==> config.mk <==
export PLATFORM = sky130hd
export DESIGN_NAME = drive_signal_arbiter
export DESIGN_NICKNAME = d
export VERILOG_FILES = /design/src/rtl/drive_pkg.sv /design/src/rtl/hold_timer.sv /design/src/rtl/drive_signal_arbiter.sv
export SDC_FILE = /design/constraint.sdc
export NUM_CORES = 1
export LEC_CHECK = 0
export CAP_MARGIN = 20
export CORE_UTILIZATION = 54
export CTS_CLUSTER_SIZE = 16
export DETAILED_ROUTE_END_ITERATION = 10
export PLACE_DENSITY = 0.83
export SLEW_MARGIN = 20
export SYNTH_ARGS = -nofsm -noshare
export SYNTH_HDL_FRONTEND = slang
export SYNTH_SLANG_ARGS = --single-unit
==> constraint.sdc <==
create_clock -name clk -period 3.46 [get_ports clk]
set_input_delay 0.692 -clock clk [delete_from_list [all_inputs] [get_ports clk]]
set_output_delay 0.692 -clock clk [all_outputs]
set_load 0.01 [all_outputs]
==> src/rtl/drive_pkg.sv <==
// Shared types and helpers for the drive signal arbiter.
// Holds the FSM state encoding, the safe-bus builder and the mode width rule.
package drive_pkg;

    typedef enum logic [1:0] {
        S_OFF    = 2'd0,
        S_HOLD   = 2'd1,
        S_ACTIVE = 2'd2
    } state_t;

    localparam int BRAKE_BIT_DFLT = 7;
    localparam int MAX_SIG_W      = 64;

    function automatic int mode_w(input int n_src);
        return (n_src <= 2) ? 1 : $clog2(n_src);
    endfunction

    // Bus with only the brake bit asserted.
    function automatic logic [MAX_SIG_W-1:0] safe_word(input int brake_bit);
        logic [MAX_SIG_W-1:0] w;
        w = '0;
        w[brake_bit] = 1'b1;
        return w;
    endfunction

endpackage

==> src/rtl/hold_timer.sv <==
// Safe-hold cycle counter: clr forces zero, en advances by one.
// Ports: clk, rst_n, clr, en, done (count reached HOLD_CYCLES-1).
module hold_timer #(
    parameter int HOLD_CYCLES = 1000000
) (
    input  logic clk,
    input  logic rst_n,
    input  logic clr,
    input  logic en,
    output logic done
);

    localparam int CNT_W = (HOLD_CYCLES > 1) ? $clog2(HOLD_CYCLES) : 1;
    localparam logic [CNT_W-1:0] LAST = CNT_W'(HOLD_CYCLES - 1);

    logic [CNT_W-1:0] count;

    always_ff @(posedge clk or negedge rst_n) begin
        if (!rst_n) begin
            count <= '0;
        end else if (clr) begin
            count <= '0;
        end else if (en) begin
            count <= count + CNT_W'(1);
        end
    end

    assign done = (count == LAST);

endmodule

==> src/rtl/drive_signal_arbiter.sv <==
// Grants one of N_SRC driving sources to the device, with a safe hold on switch.
// Ports: clk, rst (async low), power, mode_req, src_sig/src_valid in; sig_out, active_mode, switching, fault out.
module drive_signal_arbiter
    import drive_pkg::*;
#(
    parameter  int N_SRC       = 3,
    parameter  int SIG_W       = 8,
    parameter  int HOLD_CYCLES = 1000000,
    parameter  int BRAKE_BIT   = BRAKE_BIT_DFLT,
    localparam int MODE_W      = mode_w(N_SRC)
) (
    input  logic                   clk,
    input  logic                   rst,
    input  logic                   power,
    input  logic [MODE_W-1:0]      mode_req,
    input  logic [N_SRC*SIG_W-1:0] src_sig,
    input  logic [N_SRC-1:0]       src_valid,
    output logic [SIG_W-1:0]       sig_out,
    output logic [MODE_W-1:0]      active_mode,
    output logic                   switching,
    output logic                   fault
);

    localparam logic [MAX_SIG_W-1:0] SAFE_FULL = safe_word(BRAKE_BIT);
    localparam logic [SIG_W-1:0]     SAFE      = SAFE_FULL[SIG_W-1:0];
    localparam logic [MODE_W:0]      N_SRC_W   = (MODE_W+1)'(N_SRC);

    // Assert immediately, release only after two clean edges.
    logic [1:0] rst_sync;
    logic       rst_n_i;

    always_ff @(posedge clk or negedge rst) begin
        if (!rst) begin
            rst_sync <= 2'b00;
        end else begin
            rst_sync <= {rst_sync[0], 1'b1};
        end
    end

    assign rst_n_i = rst_sync[1];

    state_t            state;
    logic [MODE_W-1:0] target;
    logic              inv_seen;
    logic              legal;
    logic              tmr_clr;
    logic              tmr_en;
    logic              tmr_done;
    logic [SIG_W-1:0]  act_sig;
    logic [SIG_W-1:0]  tgt_sig;
    logic              act_valid;

    assign legal = ({1'b0, mode_req} < N_SRC_W);

    // Only the selected source is ever routed; invalid selects fall back to SAFE.
    always_comb begin
        act_sig   = SAFE;
        tgt_sig   = SAFE;
        act_valid = 1'b0;
        for (int k = 0; k < N_SRC; k++) begin
            if (active_mode == MODE_W'(k)) begin
                act_valid = src_valid[k];
                if (src_valid[k]) act_sig = src_sig[k*SIG_W +: SIG_W];
            end
            if (target == MODE_W'(k) && src_valid[k]) begin
                tgt_sig = src_sig[k*SIG_W +: SIG_W];
            end
        end
    end

    // Counter runs only while holding on a stable, legal target.
    always_comb begin
        tmr_clr = !(state == S_HOLD && power && legal && mode_req == target);
        tmr_en  = !tmr_clr && !tmr_done;
    end

    hold_timer #(
        .HOLD_CYCLES(HOLD_CYCLES)
    ) u_hold_timer (
        .clk  (clk),
        .rst_n(rst_n_i),
        .clr  (tmr_clr),
        .en   (tmr_en),
        .done (tmr_done)
    );

    always_ff @(posedge clk or negedge rst_n_i) begin
        if (!rst_n_i) begin
            state       <= S_OFF;
            target      <= '0;
            active_mode <= '0;
            sig_out     <= '0;
            switching   <= 1'b0;
            fault       <= 1'b0;
            inv_seen    <= 1'b0;
        end else if (!power) begin
            state     <= S_OFF;
            sig_out   <= '0;
            switching <= 1'b0;
            inv_seen  <= 1'b0;
        end else begin
            unique case (state)
                S_OFF: begin
                    state     <= S_HOLD;
                    target    <= mode_req;
                    fault     <= 1'b0;
                    sig_out   <= SAFE;
                    switching <= 1'b1;
                end
                S_HOLD: begin
                    sig_out   <= SAFE;
                    switching <= 1'b1;
                    if (!legal) begin
                        fault  <= 1'b1;
                        target <= mode_req;
                    end else if (mode_req != target) begin
                        target <= mode_req;
                    end else if (tmr_done) begin
                        state       <= S_ACTIVE;
                        active_mode <= target;
                        sig_out     <= tgt_sig;
                        switching   <= 1'b0;
                        inv_seen    <= 1'b0;
                    end
                end
                S_ACTIVE: begin
                    if (!legal || mode_req != active_mode) begin
                        state     <= S_HOLD;
                        target    <= mode_req;
                        sig_out   <= SAFE;
                        switching <= 1'b1;
                        inv_seen  <= 1'b0;
                        if (!legal) fault <= 1'b1;
                    end else begin
                        sig_out   <= act_sig;
                        switching <= 1'b0;
                        // Second consecutive invalid cycle is a fault.
                        if (!act_valid) begin
                            if (inv_seen) fault <= 1'b1;
                            inv_seen <= 1'b1;
                        end else begin
                            inv_seen <= 1'b0;
                        end
                    end
                end
                default: begin
                    state     <= S_OFF;
                    sig_out   <= '0;
                    switching <= 1'b0;
                end
            endcase
        end
    end

endmodule

Word level (Yosys, flattened, before mapping)
Cells that the tools add are included.
Storage, ports and cells
  bits of input ports: 32
  bits in registers: 39
Operators by class
  reduce and logical (&&, ||, !) cells: 19
  add/subtract/negate cells: 1
  eq/ne operators: 20
  bitwise logic cells: 1
  order comparisons: 1
  mux-type cells: 48
Operator list (number)
  two-way mux 8 bit: 14
  two-way mux 20 bit: 2
  case mux 8 bit (3 select lines): 1
  adder 20 x 1 -> 20 bit (second input constant): 1
  == test 20 bit (second input constant): 1
  two-way mux 1 bit: 18
  inequality test 3 bit (second input constant): 6
  two-way mux 2 bit: 8
  AND reduction 4 bit: 4
  case mux 2 bit (3 select lines): 2
  logical AND 1 bit: 7
  == test 2 x 1 -> 1 bit (second input constant): 3
  == test 2 bit (second input constant): 3
  logical NOT 2 bit: 3
  case mux 1 bit (3 select lines): 2
  AND reduction 5 bit: 1
  inequality test 2 bit: 2
  inequality test 2 bit (second input constant): 2
  inequality test 3 x 1 -> 1 bit (second input constant): 1
  inequality test 3 x 2 -> 1 bit (second input constant): 1
  nonzero test 3 bit: 1
  == test 2 bit: 1
  logical NOT 1 bit: 2
  < comparator 2 bit (second input constant): 1
  3 further kinds: 3

Depth between registers and ports, before layout
  depth after elaboration: 10
  gate-level depth with buffers: 7

Hierarchy
A second synthesis with hierarchy kept.
Second synthesis, totals
  cells, all modules: 264
  area total of the unflattened synthesis: 2488.6 sq um
By module, submodules not included
  drive_signal_arbiter: area each 1450.1 sq um, sequential area each 475.5 sq um, instances 1, cells an instance 155
  hold_timer: area each 1038.5 sq um, sequential area each 500.5 sq um, instances 1, cells an instance 109

Worst setup path before layout
OpenSTA, ideal clock, no wires.
  path type: input -> register
  start point: input mode_req[1]
  end point: register active_mode[0]
  setup slack: 1.456 ns
  arrival time: 1.879 ns
  data required time: 3.335 ns
  cell stages on the path: 5
  buffers on the path: 0
  cell sequence: xor2_1 o32ai_4 nand4_4 or2_4 mux2_4
Between the ends
  word-level cells in the longest chain between the ends: 3
Ends and longest elaborated chain
  from (decl): line drive_signal_arbiter.sv:15  | input logic [MODE_W-1:0] mode_req,
  parallel branches: the longest is 2 deep, another holds < comparator 2 bit
  AND reduction 5 bit (no line) (*)
  to (signal assigned): line drive_signal_arbiter.sv:120  | active_mode <= target;
  to (decl): line drive_signal_arbiter.sv:19  | output logic [MODE_W-1:0] active_mode,
Every way passes the cells marked *.
A chain may end at the register's enable or synchronous reset.

Worst setup path after layout
  start point: register active_mode[0]
  end point: output active_mode[0]
No word-level cell between the ends.

==> flow_results.xml <==
<?xml version="1.0" encoding="UTF-8"?>
<metrics>
  <group name="status">
    <metric name="outcome" unit="">finished, final reports clean</metric>
  </group>
  <group name="placed_design">
    <metric name="placedInstanceArea" unit="um^2">2947</metric>
    <metric name="io_buffers" unit="">43</metric>
    <metric name="detailed_place_hpwl" unit="um">4080</metric>
    <metric name="gp_routability_congestion" unit="">0.8437</metric>
  </group>
  <group name="cts">
    <metric name="clkSlewWorstSetupHoldPaths" unit="ps">70</metric>
    <metric name="worstSkewPairLatency" unit="ps">300</metric>
    <metric name="cts_max_path_buffers" unit="">2</metric>
    <metric name="cts-root-buf" unit="">sky130_fd_sc_hd__clkbuf_8</metric>
    <metric name="clock_tree_from_tritoncts" unit="">built</metric>
    <metric name="post_cts_hold_buffer_count" unit="">0</metric>
    <metric name="cts-htree-levels" unit="">2</metric>
    <metric name="cts_setup_buffers" unit="">0</metric>
    <metric name="numClockSinks" unit="">39</metric>
    <metric name="post_cts_resized" unit="">0</metric>
    <metric name="cts-buffers-inserted" unit="">5</metric>
  </group>
  <group name="cells_and_area">
    <metric name="nets" unit="">351</metric>
    <metric name="filler_cell_count" unit="">347</metric>
    <metric name="final_cell_area" unit="um^2">3059</metric>
    <metric name="antennaDiodeCount" unit="">0</metric>
    <metric name="final-seq-area" unit="um^2">975.9</metric>
    <metric name="syn2layout_area_growth" unit="%">21.04</metric>
    <metric name="multi_input_comb_area" unit="um^2">1430</metric>
    <metric name="mostFrequentLayoutCells" unit="">sky130_fd_sc_hd__clkdlybuf4s50_1, sky130_fd_sc_hd__nor2_1, sky130_fd_sc_hd__dfrtp_1, sky130_fd_sc_hd__a21oi_1, sky130_fd_sc_hd__nand3_1</metric>
    <metric name="final_common_cell" unit="">sky130_fd_sc_hd__clkdlybuf4s50_1</metric>
    <metric name="final_layout_size_suffix_gt1_share" unit="%">10.79</metric>
  </group>
  <group name="timing">
    <metric name="max_slew.worst_pin.slew" unit="ps">715.5</metric>
    <metric name="minimum_period_implied_by_the_final_worst_setup_slack" unit="ps">2465</metric>
    <metric name="report.final.slew_viol_count" unit="">0</metric>
    <metric name="post-route-period-util" unit="%">71.23</metric>
    <metric name="clock_skew" unit="ps">12.70</metric>
    <metric name="report.final.setup_viol" unit="">0</metric>
    <metric name="max_freq" unit="MHz">405.8</metric>
    <metric name="worst_hold_slack" unit="ps">88.97</metric>
    <metric name="finalHoldViolations" unit="">0</metric>
    <metric name="finalSetupTns" unit="ps">0</metric>
    <metric name="slew-limit-headroom" unit="%">52.30</metric>
    <metric name="setup_repair_after_global_routing_missed_its_margin" unit="">no</metric>
  </group>
  <group name="power_and_ir_drop">
    <metric name="vdd_drop_max" unit="mV">0.3978</metric>
    <metric name="power_per_cell_area" unit="nW/um^2">336.3</metric>
    <metric name="leakage" unit="uW">0.001194</metric>
  </group>
  <group name="synthesis">
    <metric name="postSynthAreaPerCell" unit="um^2">9.191</metric>
    <metric name="synth-async-reset-ratio" unit="%">100.0</metric>
    <metric name="syn-num-nets" unit="">312</metric>
    <metric name="yosysUniqueCellTypes" unit="">48</metric>
    <metric name="yosys_most_used_dff" unit="">sky130_fd_sc_hd__dfrtp_1</metric>
    <metric name="ys.warnings.count" unit="">0</metric>
    <metric name="syn_inst" unit="">275</metric>
    <metric name="yosysSeqAreaShare" unit="%">38.61</metric>
    <metric name="synth_edf_count" unit="">0</metric>
    <metric name="post_synthesis_instance_area" unit="um^2">2527</metric>
    <metric name="synth-seq-cells" unit="">39</metric>
  </group>
  <group name="floorplan">
    <metric name="die_h" unit="um">70.42</metric>
    <metric name="count_of_boundary_i_o_pins" unit="">44</metric>
    <metric name="die_span_x" unit="um">70.42</metric>
    <metric name="num_rows" unit="">24</metric>
    <metric name="initial_standard_cell_utilization_of_the_core" unit="%">57.26</metric>
    <metric name="core_area" unit="um^2">4414</metric>
    <metric name="floorplan.die_area" unit="um^2">4958</metric>
  </group>
  <group name="route">
    <metric name="post_drt_wl_per_cell" unit="um">15.62</metric>
    <metric name="drt-total-wl" unit="um">5733</metric>
    <metric name="firstDrtPassIters" unit="">4</metric>
    <metric name="vias" unit="">2225</metric>
    <metric name="postRouteAntennaNets" unit="">0</metric>
    <metric name="avgViaCountPerCell" unit="">6.063</metric>
    <metric name="drc" unit="">0</metric>
    <metric name="drtIter0Drc" unit="">155</metric>
  </group>
  <group name="global_routing">
    <metric name="first_pass_grt_wire_length" unit="um">9811</metric>
    <metric name="antenna_found_initial" unit="">0</metric>
    <metric name="via_count_of_the_first_global_routing_pass" unit="">2080</metric>
    <metric name="grt_max_degree" unit="">33</metric>
    <metric name="grt_overflow" unit="">0</metric>
    <metric name="groute.usage.overall" unit="%">24.90</metric>
  </group>
  <group name="setup_path">
    <metric name="worstPathRequired" unit="ps">2770</metric>
    <metric name="critPathTopFamily" unit="">flip-flops</metric>
    <metric name="crit_type" unit="">flip-flop to output port</metric>
    <metric name="worst_path_max_delay_cell" unit="">sky130_fd_sc_hd__dfrtp_1</metric>
    <metric name="timing.reg2reg.setup_slack" unit="ps">1320</metric>
    <metric name="cp_max_fo" unit="">23</metric>
    <metric name="worst_setup_path_end_kind" unit="">output port</metric>
    <metric name="crit_chain" unit="">clkdlybuf4s50_1</metric>
    <metric name="cp_num_buf_inv" unit="">1</metric>
    <metric name="cp_slowest_stage_delay" unit="ps">810</metric>
    <metric name="critical_path.startpoint_type" unit="">flip-flop</metric>
    <metric name="cp_data_arrival_time" unit="ps">1770</metric>
  </group>
  <group name="worst_hold_path">
    <metric name="min_path_type" unit="">flip-flop to async pin</metric>
  </group>
  <group name="flow_run">
    <metric name="drv.max_cap_violation_count" unit="">0</metric>
  </group>
</metrics>
==> routing by layer <==
| layer | up-vias | part of all wire, % | GRT usage (%) |
|---|---|---|---|
| met5 | - | 0 | 0 |
| met3 | 11 | 6.1 | 4.762 |
| met1 | 1075 | 45 | 35.15 |
| met4 | 0 | 1.6 | 8.889 |
| li1 | 1068 | - | - |
| met2 | 71 | 47 | 38.10 |
==> metrics by stage <==
step,power [uW],instances,setup slack (ps),utilization [%]
5_1_grt,1067,367,828.5,69.30
3_3_place_gp,655.5,359,813.0,66.75
4_1_cts,1034,367,987.8,69.30
2_1_floorplan,586.1,275,1456,-
3_5_place_dp,657.3,359,769.9,66.75
6_report,1029,367,995.5,69.30
==> Yosys cell counts (4+ instances only) <==
master | n | area [um^2]
sky130_fd_sc_hd__nand3b_1 | 16 | 120.1
sky130_fd_sc_hd__xor2_1 | 14 | 122.6
sky130_fd_sc_hd__inv_1 | 8 | 30.03
sky130_fd_sc_hd__nand2b_1 | 5 | 31.28
sky130_fd_sc_hd__nand2_1 | 9 | 33.78
sky130_fd_sc_hd__nand3_1 | 21 | 105.1
sky130_fd_sc_hd__clkbuf_1 | 6 | 22.52
sky130_fd_sc_hd__a31oi_1 | 8 | 50.05
sky130_fd_sc_hd__ha_1 | 5 | 62.56
sky130_fd_sc_hd__dfrtp_1 | 39 | 975.9
sky130_fd_sc_hd__o22a_2 | 7 | 70.07
sky130_fd_sc_hd__nand4_1 | 4 | 25.02
sky130_fd_sc_hd__buf_6 | 5 | 56.30
sky130_fd_sc_hd__a21oi_1 | 29 | 145.1
sky130_fd_sc_hd__o21ai_0 | 8 | 40.04
sky130_fd_sc_hd__nor2_1 | 39 | 146.4
==> path summary, 6_finish.rpt <==
check / startpoint / to / depth (start not counted)
worst max-delay path: active_mode[0] / active_mode[0] / 1
worst max register to register: active_mode[1] / sig_out[3] / 5
min in group clk: rst_sync[0] / rst_sync[1] / 0
worst min-delay path: rst_sync[1] / inv_seen / 0
max in group asynchronous: rst_sync[1] / sig_out[5] / 1
worst min register to register: rst_sync[1] / inv_seen / 0
==> layout make-up <==
type | count | area share, %
clock buffers | 5 | 2.249
flip-flops and latches | 39 | 31.90
well taps | 52 | 2.127
repair buffers | 45 | 14.56
multi-input cells | 215 | 46.75
clock inverters | 3 | 1.431
inverters | 8 | 0.9816
==> power by group <==
part	internal [uW]	leakage [uW]	switching, uW
registers	467	0.000531	18.3
logic	82.8	0.000605	84.1
clock network	215	0.0000581	162
total	764	0.00119	265
==> flip-flops by register name, indices dropped and copies added, names as in the netlist, 2 cells and up <==
register            cells
active_mode             2
rst_sync                2
sig_out                 8
target                  2
state                   2
u_hold_timer.count     20
==> cells by family (layout without fill, tap and decap cells) <==
kind of cell             after synthesis  count (layout)  share of synthesized area, %
AO/OA/AOI/OAI                         64              64                         16.78
XOR/XNOR                              17              17                         5.891
adder cells (fa/ha/maj)                5               5                         2.475
buffers and inverters                 21              61                         4.802
flip-flops                            39              39                         38.61
multiplexers                           8               8                         3.713
other                                  1               1                        0.1484
AND/OR/NAND/NOR                      120             120                         27.57
(Power assumes the default switching activity.)
